$ cat src/rtl/distributor.sv
// -----------------------------------------------------------------------------
// distributor
//
// Single-input, N-output word distributor. Words arrive on one req/ack channel,
// are buffered in a small FIFO, and are steered to the output selected by the
// destination field in the word's top SELW bits. Words addressed to an output
// that does not exist are discarded and counted.
//
// Ports:
//   clk         in   1     rising-edge clock
//   reset       in   1     synchronous, active-high reset
//   req_in      in   1     input word valid
//   ack_in      out  1     distributor can accept a word (FIFO not full)
//   data_in     in   DW    input word
//   reqs_out    out  N     one-hot output request (registered)
//   acks_out    in   N     per-output acknowledge
//   data_out    out  DW    word being offered, shared by all outputs
//   selected    out  SELW  index of output currently or last driven
//   drop_count  out  8     saturating count of discarded words
// -----------------------------------------------------------------------------
module distributor #(
    parameter int N     = 5,
    parameter int DW    = 8,
    parameter int SELW  = 3,
    parameter int DEPTH = 2
) (
    input  logic            clk,
    input  logic            reset,
    input  logic            req_in,
    output logic            ack_in,
    input  logic [DW-1:0]   data_in,
    output logic [N-1:0]    reqs_out,
    input  logic [N-1:0]    acks_out,
    output logic [DW-1:0]   data_out,
    output logic [SELW-1:0] selected,
    output logic [7:0]      drop_count
);

    localparam int AW = (DEPTH > 1) ? $clog2(DEPTH) : 1;
    localparam logic [AW:0]   CNT_FULL = (AW+1)'(DEPTH);
    localparam logic [SELW:0] N_EXT    = (SELW+1)'(N);

    typedef enum logic {
        IDLE,
        SEND
    } state_e;

    // ------------------------------------------------------------------
    // Input FIFO
    // ------------------------------------------------------------------
    logic [DW-1:0] mem_q [DEPTH];
    logic [AW-1:0] wptr_q, wptr_d;
    logic [AW-1:0] rptr_q, rptr_d;
    logic [AW:0]   count_q, count_d;

    logic          fifo_full;
    logic          fifo_empty;
    logic          push;
    logic          pop;

    assign fifo_full  = (count_q == CNT_FULL);
    assign fifo_empty = (count_q == '0);

    // Full blocks the push even if a pop frees a slot on the same edge;
    // reset also closes the input so nothing lands in a FIFO being cleared.
    assign ack_in = !fifo_full && !reset;
    assign push   = req_in && ack_in;

    // NOTE: storage is not reset; an entry is only ever read while count
    // says it holds a word, so clearing pointers and count is sufficient.
    // NOTE: sequential state is always assigned with <= so every register
    // samples the pre-edge values regardless of block ordering.
    always_ff @(posedge clk) begin
        if (push) begin
            mem_q[wptr_q] <= data_in;
        end
    end

    // Pointers are AW bits wide and DEPTH is a power of two, so the
    // increment wraps modulo DEPTH on its own.
    always_comb begin
        wptr_d  = push ? wptr_q + 1'b1 : wptr_q;
        rptr_d  = pop  ? rptr_q + 1'b1 : rptr_q;
        count_d = count_q;
        if (push && !pop) begin
            count_d = count_q + 1'b1;
        end else if (!push && pop) begin
            count_d = count_q - 1'b1;
        end
    end

    always_ff @(posedge clk) begin
        if (reset) begin
            wptr_q  <= '0;
            rptr_q  <= '0;
            count_q <= '0;
        end else begin
            wptr_q  <= wptr_d;
            rptr_q  <= rptr_d;
            count_q <= count_d;
        end
    end

    // ------------------------------------------------------------------
    // Head decode
    // ------------------------------------------------------------------
    logic [DW-1:0]   head;
    logic [SELW-1:0] head_dest;
    logic            head_ok;

    assign head      = mem_q[rptr_q];
    assign head_dest = head[DW-1 -: SELW];
    assign head_ok   = !fifo_empty && ({1'b0, head_dest} < N_EXT);

    // ------------------------------------------------------------------
    // Output FSM
    // ------------------------------------------------------------------
    state_e          state_q, state_d;
    logic [N-1:0]    reqs_q, reqs_d;
    logic [DW-1:0]   data_q, data_d;
    logic [SELW-1:0] sel_q, sel_d;
    logic [7:0]      drop_q, drop_d;

    logic            ack_sel;
    logic            load;
    logic            drop;
    logic            clear;

    // reqs_q is one-hot on the selected output while sending, so masking
    // with it picks that output's ack and ignores every other one.
    assign ack_sel = |(acks_out & reqs_q);

    always_ff @(posedge clk) begin
        if (reset) begin
            state_q <= IDLE;
        end else begin
            state_q <= state_d;
        end
    end

    // NOTE: every variable driven here gets a default first, so no path
    // leaves it unassigned and no latch is inferred.
    always_comb begin
        state_d = state_q;
        unique case (state_q)
            IDLE: begin
                if (head_ok) begin
                    state_d = SEND;
                end
            end
            SEND: begin
                if (ack_sel && !head_ok) begin
                    state_d = IDLE;
                end
            end
            default: state_d = IDLE;
        endcase
    end

    always_comb begin
        pop   = 1'b0;
        load  = 1'b0;
        drop  = 1'b0;
        clear = 1'b0;
        unique case (state_q)
            IDLE: begin
                if (!fifo_empty) begin
                    pop  = 1'b1;
                    load = head_ok;
                    drop = !head_ok;
                end
            end
            SEND: begin
                if (ack_sel) begin
                    // A valid head is chained in with no idle cycle; an
                    // invalid one is left for IDLE to drop.
                    pop   = head_ok;
                    load  = head_ok;
                    clear = !head_ok;
                end
            end
            default: ;
        endcase

        reqs_d = reqs_q;
        data_d = data_q;
        sel_d  = sel_q;
        if (load) begin
            reqs_d = N'(1) << head_dest;
            data_d = head;
            sel_d  = head_dest;
        end else if (clear) begin
            reqs_d = '0;
        end

        drop_d = drop_q;
        if (drop && (drop_q != 8'hFF)) begin
            drop_d = drop_q + 8'd1;
        end
    end

    always_ff @(posedge clk) begin
        if (reset) begin
            reqs_q <= '0;
            data_q <= '0;
            sel_q  <= '0;
            drop_q <= '0;
        end else begin
            reqs_q <= reqs_d;
            data_q <= data_d;
            sel_q  <= sel_d;
            drop_q <= drop_d;
        end
    end

    assign reqs_out   = reqs_q;
    assign data_out   = data_q;
    assign selected   = sel_q;
    assign drop_count = drop_q;

endmodule

$ cat config.mk
export PLATFORM = sky130hd
export DESIGN_NAME = distributor
export DESIGN_NICKNAME = d
export VERILOG_FILES = /design/src/rtl/distributor.sv
export SDC_FILE = /design/constraint.sdc
export NUM_CORES = 1
export LEC_CHECK = 0
export CAP_MARGIN = 15
export CORE_MARGIN = 5
export CORE_UTILIZATION = 54
export DETAILED_ROUTE_END_ITERATION = 12
export GPL_TIMING_DRIVEN = 0
export PLACE_DENSITY_LB_ADDON = 0.1
export RECOVER_POWER = 50
export SYNTH_ARGS = -nofsm -noshare
export SYNTH_HDL_FRONTEND = slang
export SYNTH_SLANG_ARGS = --single-unit
export TNS_END_PERCENT = 50
$ cat constraint.sdc
create_clock -name clk -period 4.86 [get_ports clk]
set_input_delay 1.215 -clock clk [delete_from_list [all_inputs] [get_ports clk]]
set_output_delay 1.215 -clock clk [all_outputs]
set_load 0.1 [all_outputs]
==> impl_results.html <==
<table>
<tr><th>Metric</th><th>Value</th></tr>
<tr><th colspan="2">Placement</th></tr>
<tr><td>Detailed placer's ending HPWL</td><td>about 3.2 mm</td></tr>
<tr><td>Routability cong.</td><td>0.8136</td></tr>
<tr><td>Setup Slack @ Placement</td><td>120.6 ps</td></tr>
<tr><td>Port Buffer Count</td><td>39</td></tr>
<tr><th colspan="2">Clocking</th></tr>
<tr><td>Clk root buf</td><td>clkbuf_4</td></tr>
<tr><td>Maximum root-to-sink buffer count</td><td>2</td></tr>
<tr><td>Total number of H-tree levels</td><td>2</td></tr>
<tr><td>Num CTS Buffers</td><td>5</td></tr>
<tr><td>CTS Hold Buffers Added</td><td>0</td></tr>
<tr><td>Post-CTS clock slew at the launch and capture registers of the worst setup and hold paths</td><td>around 120 ps</td></tr>
<tr><td>Clock tree from TritonCTS</td><td>done</td></tr>
<tr><td>CTS sink cnt</td><td>43</td></tr>
<tr><td>Insertion delay of the later-clocked pin in the worst-skew pair</td><td>around 360 ps</td></tr>
<tr><td>Post-CTS setup buffers</td><td>0</td></tr>
<tr><th colspan="2">Drt</th></tr>
<tr><td>Count of antenna-violating nets left after detailed routing</td><td>0</td></tr>
<tr><td>Amount of wire on met2 after detailed routing</td><td>2.160 mm</td></tr>
<tr><td>Top metal layer carrying routed signals</td><td>met4</td></tr>
<tr><td>Iteration-0 DRC Markers</td><td>approximately 110</td></tr>
<tr><td>Routed len/inst</td><td>15.51 um</td></tr>
<tr><td>Met1 WL</td><td>between 1.5 and 2 mm</td></tr>
<tr><td>First drt pass iteration count</td><td>4</td></tr>
<tr><td>Vias per cell</td><td>5.808</td></tr>
<tr><td>Count of vias placed by the detailed router</td><td>~1600</td></tr>
<tr><td>Final routed DRC violation total</td><td>0</td></tr>
<tr><td>Final routed wirelength across all metal layers</td><td>4.204 mm</td></tr>
<tr><td>Metal3 WL</td><td>294 um</td></tr>
<tr><th colspan="2">Layout</th></tr>
<tr><td>Area growth from synthesis to layout</td><td>25.81%</td></tr>
<tr><td>Antenna diodes</td><td>0</td></tr>
<tr><td>Proportion of layout cells with a drive suffix above 1</td><td>10.22%</td></tr>
<tr><td>Layout Nets</td><td>242</td></tr>
<tr><th colspan="2">Synthesis</th></tr>
<tr><td>Main flop type after synthesis</td><td>dfxtp_1</td></tr>
<tr><td>Cell taking the most area after synthesis</td><td>dfxtp_1</td></tr>
<tr><td>Share of the synthesized area in the top cell type</td><td>28.44%</td></tr>
<tr><td>Share of flip-flops with an asynchronous set or reset after synthesis</td><td>0%</td></tr>
<tr><td>Combined area of all synthesized cells</td><td>1901 um^2</td></tr>
<tr><td>Distinct cell type count after synthesis</td><td>46</td></tr>
<tr><td>Part of the Yosys area used for sequential elements</td><td>53.72%</td></tr>
<tr><td>List of most frequent post-synthesis cells</td><td>dfxtp_1 (27), edfxtp_1 (16), a21oi_1 (15), nor2_1 (11), nand3_1 (9)</td></tr>
<tr><td>Flip-flop and latch count after synthesis</td><td>43</td></tr>
<tr><td>Post-Syn Nets</td><td>196</td></tr>
<tr><td>Cells after synthesis</td><td>between 150 and 200</td></tr>
<tr><td>Biggest area contributors in the synthesized netlist</td><td>dfxtp_1 (28%), edfxtp_1 (25%), a21oi_1 (3.9%)</td></tr>
<tr><td>Synth Warn #</td><td>0</td></tr>
<tr><td>Most frequent cell after synthesis</td><td>dfxtp_1</td></tr>
<tr><td>Number of enable flip-flop cells after synthesis</td><td>16</td></tr>
<tr><td>Post-synthesis area per instance</td><td>10.68 um^2</td></tr>
<tr><th colspan="2">Power and ir drop</th></tr>
<tr><td>Combinational share of power</td><td>51.4%</td></tr>
<tr><td>Power density over the cells</td><td>between 500 and 600 nW/um^2</td></tr>
<tr><td>Net switching component of the power</td><td>655.8 uW</td></tr>
<tr><td>Cell internal pwr</td><td>688.6 uW</td></tr>
<tr><td>Clk pwr share</td><td>12.7%</td></tr>
<tr><td>Sequential power share</td><td>a little over a third</td></tr>
<tr><td>Largest vdd supply drop</td><td>about 0.00036 V</td></tr>
<tr><td>Power after layout</td><td>1.344 mW</td></tr>
<tr><td>Leakage power</td><td>0.8491 nW</td></tr>
<tr><td>Proportion of total power due to net switching</td><td>48.78%</td></tr>
<tr><th colspan="2">Global route</th></tr>
<tr><td>Residual overflow from global routing</td><td>0</td></tr>
<tr><td>Number of antenna violations at the first check in global routing</td><td>0</td></tr>
<tr><td>Global router's overall resource usage</td><td>17.51%</td></tr>
<tr><td>Wire length of the first global-routing pass</td><td>6.762 mm</td></tr>
<tr><td>Pin count of the biggest net entering global routing</td><td>15</td></tr>
<tr><td>Vias in the first global route</td><td>1511</td></tr>
<tr><th colspan="2">Floorplan</th></tr>
<tr><td>Effective utilization at floorplan</td><td>56.51%</td></tr>
<tr><td>Die outline area</td><td>4806 um^2</td></tr>
<tr><td>Ports</td><td>slightly above 40</td></tr>
<tr><td>Die height</td><td>69.33 um</td></tr>
<tr><td>Core box area</td><td>3363 um^2</td></tr>
<tr><td>Horizontal die dimension</td><td>69.33 um</td></tr>
<tr><td>Site row count</td><td>21</td></tr>
<tr><th colspan="2">STA</th></tr>
<tr><td>Number of pins with negative max-slew slack in the final report</td><td>0</td></tr>
<tr><td>Period utilization</td><td>about 86%</td></tr>
<tr><td>Slew @ Worst Pin</td><td>~990 ps</td></tr>
<tr><td>Setup repair after global routing missed its margin</td><td>false</td></tr>
<tr><td>Shortest period the worst path allows</td><td>4202 ps</td></tr>
<tr><td>Max_slew headroom</td><td>33.47%</td></tr>
<tr><td>Final count of negative-setup-slack endpoints</td><td>0</td></tr>
<tr><td>Final setup margin</td><td>around 660 ps</td></tr>
<tr><td>Worst Clk Skew</td><td>13.08 ps</td></tr>
<tr><td>Highest clock frequency the design can meet</td><td>approximately 240 MHz</td></tr>
<tr><td>Sum of negative setup slack</td><td>0 ps</td></tr>
<tr><td>Final count of hold timing violations</td><td>0</td></tr>
<tr><th colspan="2">Worst hold path</th></tr>
<tr><td>Classification of the worst-slack hold path</td><td>reg2reg</td></tr>
<tr><td>Worst Hold Path Cells</td><td>2</td></tr>
<tr><td>Worst hold path startpoint</td><td>data_out[7]</td></tr>
<tr><td>WHS Endpoint</td><td>data_out[7]</td></tr>
<tr><th colspan="2">Critical path</th></tr>
<tr><td>CP max stage cell</td><td>dlymetal6s2s_1</td></tr>
<tr><td>Maximum cell stage delay along the critical path</td><td>500 ps</td></tr>
<tr><td>R2R depth</td><td>8</td></tr>
<tr><td>Reg-to-reg startpoint</td><td>mem_q[1][6]</td></tr>
<tr><td>CP Data Required Time</td><td>3640 ps</td></tr>
<tr><td>Worst Setup End Kind</td><td>output pin</td></tr>
<tr><td>Worst Setup Start Kind</td><td>input port</td></tr>
<tr><td>Largest driver fanout on the critical path</td><td>10</td></tr>
<tr><td>Worst EP arrival</td><td>2990 ps</td></tr>
<tr><td>Crit-path cells</td><td>clkbuf_1 &gt; clkbuf_1 &gt; clkbuf_1 &gt; a21oi_1 &gt; dlymetal6s2s_1</td></tr>
<tr><td>Most common cell on crit path</td><td>clkbuf_1</td></tr>
<tr><td>Start-to-end type of the worst setup path</td><td>in2out</td></tr>
<tr><td>Internal reg-to-reg setup slack</td><td>2420 ps</td></tr>
<tr><td>Reg-to-Reg End</td><td>count_q[1]</td></tr>
<tr><th colspan="2">Run status</th></tr>
<tr><td>Result of the run</td><td>complete, no violations</td></tr>
<tr><th colspan="2">Flow run</th></tr>
<tr><td>Number of max-capacitance violations reported</td><td>0</td></tr>
</table>
[logic make-up (layout without fill, tap and decap cells)]
family	after synthesis	count (layout)	share of synthesized area [%]
fa+ha+maj	2	2	1.316
buf+inv	17	64	4.213
simple gates	55	55	15.93
compound gates	49	49	18.57
mux	9	9	4.872
xor+xnor	3	3	1.383
flops	43	43	53.72
[cell type report]
class	count	area [um^2]
tap	46	57.56
buffer	12	61.31
multi-input combinational	118	782.0
timing repair buffer	39	392.9
fill	284	972.2
inverter	5	18.77
sequential	43	1021
clock inverter	3	20.02
clock buffer	5	37.54
[metrics by stage]
stage	util, %	area (um^2)	std cells	hold WS [ps]
finish	71.09	2391	271	483.9
global route	71.09	2391	271	529.6
global placement	69.83	2349	263	461.4
detailed placement	69.83	2349	263	470.5
CTS	71.54	2406	271	487.6
floorplan	-	1901	178	498.3
[what timing repair did]
item / in CTS / in global routing
hold endpoints to repair: 0 / 0
gates resized for setup: 0 / 1
endpoints found under the setup margin: 0 / 1
[how the worst max path moves through the flow]
| stage | slack [ps] | startpoint | to |
|---|---|---|---|
| floorplan | 350 | reset | ack_in |
| global placement | 160 | reset | ack_in |
| detailed placement | 120 | reset | ack_in |
| CTS | 100 | reset | ack_in |
| global route | 540 | reset | ack_in |
| finish | 660 | reset | ack_in |
[state kept, by name (all words and copies together), names as in the netlist, named ones only]
register	flops
state_q	1
data_out	8
rptr_q	1
mem_q	16
wptr_q	1
count_q	2
reqs_out	5
drop_count	8
[layout by cell type (no fill, tap or decap), types with 2 or more instances in the layout]
cell type	netlist	final
clkbuf_1	5	5
or3_1	2	2
clkdlybuf4s50_1	0	28
a21oi_1	15	15
clkinvlp_4	0	2
xor2_1	2	2
o41ai_1	2	2
nand3_1	9	9
mux2i_1	7	7
inv_1	5	5
ha_1	2	2
o311ai_0	2	2
a32o_1	2	2
a211oi_1	7	7
a221oi_1	1	2
nor2b_1	4	4
nor4_1	2	2
clkbuf_4	0	5
dfxtp_1	27	27
dlygate4sd3_1	0	10
mux2_2	2	2
and3_1	4	4
and2_0	0	2
nor2_1	11	11
or4_1	3	3
a22o_2	2	2
edfxtp_1	16	16
nand2_1	6	6
nand4_1	3	3
buf_2	4	4
buf_4	3	3
o31ai_1	3	3
or2_2	2	2
o21ai_0	7	7
[critical path, delay by kind of cell]
kind / cells / cell delay, ps
buffers and inverters: 4 / 1700
AOI/OAI and AO/OA: 1 / 70
[power groups by stage]
stage / clock, mW / sequential (mW) / combinational (mW)
6_report: 0.171 / 0.483 / 0.691
5_1_grt: 0.195 / 0.491 / 0.734
4_1_cts: 0.177 / 0.484 / 0.705
3_5_place_dp: 0 / 0.491 / 0.702
3_3_place_gp: 0 / 0.487 / 0.687
2_1_floorplan: 0 / 0.700 / 0.333
[metal layers]
layer  track usage [%]  up-vias
met5                 0        -
met4             5.206        0
met3             6.087        6
met2             33.47       55
met1             17.55      740
li1                  -      773
(Power assumes the default switching activity.)
==> RTL edit 1, RTL diff (same flow settings) <==
Put one more register stage on the output `drop_count`, with the module's reset. The value now appears one clock later. The other outputs are not delayed to match.
--- a/src/rtl/distributor.sv
+++ b/src/rtl/distributor.sv
@@ -218,3 +218,9 @@
     assign selected   = sel_q;
-    assign drop_count = drop_q;
+    always_ff @(posedge clk) begin
+        if (reset) begin
+            drop_count <= '0;
+        end else begin
+            drop_count <= drop_q;
+        end
+    end
 
Check against the original RTL: not equivalent (a bounded check fails within 4 cycles, from zero or initial values and one cycle with reset high).
==> RTL edit 1 against the original RTL <==
- synthesized cell count increased by 7.3%
- sequential power increased by 16%
- largest cell class unchanged
- critical path type unchanged
- cell area increased by 9.7%
- die area increased by 8.5%
- worst setup slack got worse by 370 ps
- critical endpoint unchanged
- highest routed layer unchanged
- area after synthesis increased by 10%
- cell count increased by 5.9%
- register-to-register slack improved by 100 ps
- sequential cell count increased by 8
- via count decreased by 0.25%
- routed wire length increased by 2.7%
- largest power group unchanged
- total power increased by 15%
- non-clock buffer count increased by 1
==> RTL edit 1: results (changes against the original RTL) <==
----------------------------------------------------
[Global routing]
  GRT Util Overall ... 17.6% (was 17.5%)
  Grt met1 use ... 17.2% (was 17.6%)
  Met3 routing resource usage after global routing ... 6.37% (was 6.09%)
  First-pass GRT wire length ... 7040 µm (was 6760 µm)
  Number of global-route vias before repair ... 1582 (was 1511)
  Met2 capacity usage during global routing ... 33.4% (was 33.5%)

[Yosys]
  Number of distinct library cells after synthesis ... 44 (was 46)
  Largest cells by area after synthesis ... dfxtp_1 (34%), edfxtp_1 (23%), mux2_2 (3.8%) (was dfxtp_1 (28%), edfxtp_1 (25%), a21oi_1 (3.9%))
  Post-synthesis sequential area ratio ... 56.5% (was 53.7%)
  Instance count of the mapped netlist ... 191 (was 178)

[Route]
  WL final ... 4320 µm (was 4200 µm)
  DRC violation total after the first TritonRoute iteration ... 56 (was 109)
  Vias per cell ... 5.47 (was 5.81)

[Timing]
  Worst-case hold slack ... 494 ps (was 484 ps)
  Headroom to the max-slew limit ... 33.8% (was 33.5%)

[Placement]
  Final weighted congestion of routability-driven global placement ... 0.757 (was 0.814)
  HPWL after DPL ... 3380 µm (was 3190 µm)
  Total placed cells including tap cells ... 279 (was 263)

[Cells and area]
  Layout net count ... 256 (was 242)

[Status]
  Outcome ... completed (unchanged)

[Min path]
  Cell depth of the worst hold path ... 1 (was 2)
  Capture endpoint of the worst hold path ... drop_count[7]$_SDFF_PP0_ (was data_out[7]$_SDFFE_PP0P_)

[Clock tree]
  Root Driver ... clkbuf_8 (was clkbuf_4)
  Clock transition at the registers of the reported paths ... 80 ps (was 120 ps)

[Pwr]
  Worst IR Drop VDD ... 394 µV (was 362 µV)

----------------------------------------------------
==> RTL edit 1: changes by cell type in the layout (fill, tap and decap cells not counted), sizes merged, moves of 4 or more <==
| cell | before | now |
|---|---|---|
| nor2 | 11 | 16 |
| o21ai | 7 | 3 |
| o2bb2ai | 0 | 4 |
| dfxtp | 27 | 35 |
| nor2b | 4 | 12 |
| mux2 | 2 | 7 |
==> RTL edit 1: what timing repair did <==
| action | 4_1_cts | 5_1_grt |
|---|---|---|
| setup buffers | 0 | 0 |
| setup endpoints to repair | 1 | 0 |
| gates resized for setup | 1 | 0 |
| hold buffers | 0 | 0 |
==> RTL edit 1: layout make-up <==
class,instances,area share [%]
inverter,6,0.858
multi-input combinational,122,31.0
sequential,51,45.0
tap,48,2.29
buffer,12,2.53
clock buffer,8,3.05
timing repair buffer,40,15.2
==> RTL edit 1: power breakdown <==
group          internal, µW  switching [µW]
logic                   211             554
clock network           102             125
registers               507            53.0
==> RTL edit 1: metal layers <==
layer | vias up | share of wire [%]
met5 | - | 0
met4 | 0 | 1.3
met3 | 6 | 6.2
met2 | 39 | 54
met1 | 729 | 38
li1 | 796 | -
==> RTL edit 1: worst max-delay path, stage by stage <==
cell and delay, ps:
clkdlybuf4s50_1 540, clkbuf_1 280, clkbuf_1 280, a21oi_1 160, dlygate4sd2_1 870
==> RTL edit 1: kinds of logic after synthesis <==
logic type	after synthesis	synth area share [%]
and+or+nand+nor	61	15.6
adders and majority gates	2	1.20
muxes	13	6.64
DFF	51	56.5
AOI/OAI and AO/OA	43	14.5
xor gates and xnor gates	3	1.26
buffers and inverters	18	4.25
==> RTL edit 1: how the worst max path moves through the flow <==
stage                  end
floorplan           ack_in
global placement    ack_in
detailed placement  ack_in
CTS                 ack_in
global route        ack_in
finish              ack_in
==> RTL edit 1: stage by stage <==
stage / area (µm²) / setup slack (ps)
6_report: 2620 / 292
4_1_cts: 2630 / 256
2_1_floorplan: 2090 / 560
3_5_place_dp: 2550 / -72.6
3_3_place_gp: 2550 / -68.5
5_1_grt: 2620 / 152
==> RTL edit 2, RTL diff (config.mk and constraints unchanged) <==
Made on the original files. The parameter `DW` goes from 8 to 9.
--- a/src/rtl/distributor.sv
+++ b/src/rtl/distributor.sv
@@ -22,3 +22,3 @@
     parameter int N     = 5,
-    parameter int DW    = 8,
+    parameter int DW    = 9,
     parameter int SELW  = 3,
Ports: changed (resized data_in and data_out); port bits go from 41 to 43. The function was not compared with the original's and may differ.
==> RTL edit 2 against the original RTL <==
- worst hold slack worse by 8.3 ps
- area after synthesis up 5.7%
- global-route usage up 0.38 points
- cell area up 6.5%
- routed wire length up 3.2%
- first-iteration DRC count down 20%
- total power up 14%
- worst setup slack worse by 110 ps
- sequential cell count up 3
- largest cell class unchanged
- largest power group unchanged
- highest routed layer unchanged
==> RTL edit 2: results (changes against the original RTL) <==
----------------------------------------------------
[Global routing]
  Number of antenna violations at the first check in global routing ... 0 (unchanged)
  Met3 routing resource usage after global routing ... 6.68% (was 6.09%)
  Pin count of the biggest net entering global routing ... 17 (was 15)
  First-pass GRT wire length ... 7050 µm (was 6760 µm)
  Grt met1 use ... 20.6% (was 17.6%)
  GRT Util Overall ... 17.9% (was 17.5%)
  Met2 capacity usage during global routing ... 30.0% (was 33.5%)
  Number of global-route vias before repair ... 1522 (was 1511)

[Yosys]
  Number of synthesized flops with an enable pin ... 18 (was 16)
  Syn_nets ... 197 (was 196)
  Largest cells by area after synthesis ... dfxtp_1 (28%), edfxtp_1 (27%), mux2i_1 (4.0%) (was dfxtp_1 (28%), edfxtp_1 (25%), a21oi_1 (3.9%))
  Top post-synthesis cells by count ... dfxtp_1 (28), edfxtp_1 (18), a21oi_1 (15) (was dfxtp_1 (27), edfxtp_1 (16), a21oi_1 (15))
  Post-synthesis sequential area ratio ... 54.8% (was 53.7%)

[Timing]
  Slew at the pin with the worst max-slew slack ... 983 ps (was 995 ps)
  Skew final ... 4.98 ps (was 13.1 ps)

[Cells and area]
  Filler Cells Inserted ... 303 (was 284)
  Layout net count ... 245 (was 242)
  Largest register FFs ... 18 (was 16)
  Share of post-route cells with drive strength above 1 ... 11.5% (was 10.2%)
  Ant diodes ... 0 (unchanged)

[Route]
  DRC violation total after the first TritonRoute iteration ... 87 (was 109)
  Wire length the detailed router placed on met1 ... 1760 µm (was 1700 µm)
  WL final ... 4340 µm (was 4200 µm)
  Number of vias in the routed layout ... 1567 (was 1574)
  Met2 wire len ... 2150 µm (was 2160 µm)

[Clock tree]
  Root Driver ... clkbuf_8 (was clkbuf_4)
  Clock latency on the worst-skew pair ... 310 ps (was 360 ps)
  Clock transition at the registers of the reported paths ... 90 ps (was 120 ps)

[Die]
  Starting density of the core ... 55.3% (was 56.5%)

[Min path]
  Startpoint of the worst hold path ... data_out[6]$_SDFFE_PP0P_ (was data_out[7]$_SDFFE_PP0P_)
  Capture endpoint of the worst hold path ... data_out[6]$_SDFFE_PP0P_ (was data_out[7]$_SDFFE_PP0P_)

[Placement]
  HPWL after DPL ... 3270 µm (was 3190 µm)
  Total of buffers placed on input and output ports ... 41 (was 39)
  Final weighted congestion of routability-driven global placement ... 0.831 (was 0.814)

[Setup path]
  Slowest cell on the critical path ... clkdlybuf4s50_1 (was dlymetal6s2s_1)
  Endpoint arrival time on the critical path ... 3100 ps (was 2990 ps)
  Slack of the worst reg-to-reg path ... 2200 ps (was 2420 ps)
  Longest individual stage delay on the worst path ... 990 ps (was 500 ps)
  Start of the worst register-to-register path ... mem_q[0][7]$_DFFE_PP_ (was mem_q[1][6]$_DFFE_PP_)
  Worst setup startpoint ... reset (unchanged)

[Pwr]
  Static leakage ... 0.000904 µW (was 0.000849 µW)
  Worst IR Drop VDD ... 333 µV (was 362 µV)

[Status]
  Outcome ... completed (unchanged)

----------------------------------------------------
-- RTL edit 2: cell count changes in the layout (fill, tap and decap cells not counted), sizes merged, moves of 2 or more --
cell / delta
a22o: -2
edfxtp: +2
a311oi: +2
mux2: +3
buf: -2
o21ai: -3
o2bb2ai: +4
a211oi: +2
nor2b: +2
clkdlybuf4s50: +2
-- RTL edit 2: through the flow --
| step | hold slack (ps) | worst slack [ps] | instance area (µm²) | instances | utilization [%] |
|---|---|---|---|---|---|
| 2_1_floorplan | 492 | 588 | 2010 | 178 | - |
| 3_3_place_gp | 470 | 664 | 2480 | 267 | 68.2 |
| 3_5_place_dp | 470 | 652 | 2480 | 267 | 68.2 |
| 4_1_cts | 482 | 650 | 2570 | 275 | 70.8 |
| 5_1_grt | 509 | 412 | 2550 | 275 | 70.1 |
| 6_report | 476 | 543 | 2550 | 275 | 70.1 |
-- RTL edit 2: cell type report --
class / count / area share, %
Buffer: 11 / 2.16
Timing Repair Buffer: 41 / 16.1
Clock buffer: 5 / 2.70
Inverter: 4 / 0.589
Tap cell: 48 / 2.36
Clock inverter: 3 / 0.982
Sequential cell: 46 / 43.2
Multi-Input combinational cell: 117 / 31.9
-- RTL edit 2: power breakdown --
part	internal, µW	switching, µW	total (µW)	leakage (µW)
registers	468	43.7	511	0.000393
clock network	104	138	242	0.0000447
logic	211	562	773	0.000466
total	783	744	1530	0.000904
-- RTL edit 2: cell families after synthesis --
kind of cell / synth area share [%]
AOI/OAI and AO/OA: 17.8
xor gates and xnor gates: 1.31
adders and majority gates: 1.25
buffers and inverters: 4.11
DFF: 54.8
muxes: 6.79
and+or+nand+nor: 14.0
-- RTL edit 2: worst register-to-register path: cells and delay by family (launching register included) --
family          cells  cell delay (ps)
simple gates        3             1020
compound gates      3              540
flops               1              410
fa+ha+maj           1              340
buf+inv             1              280
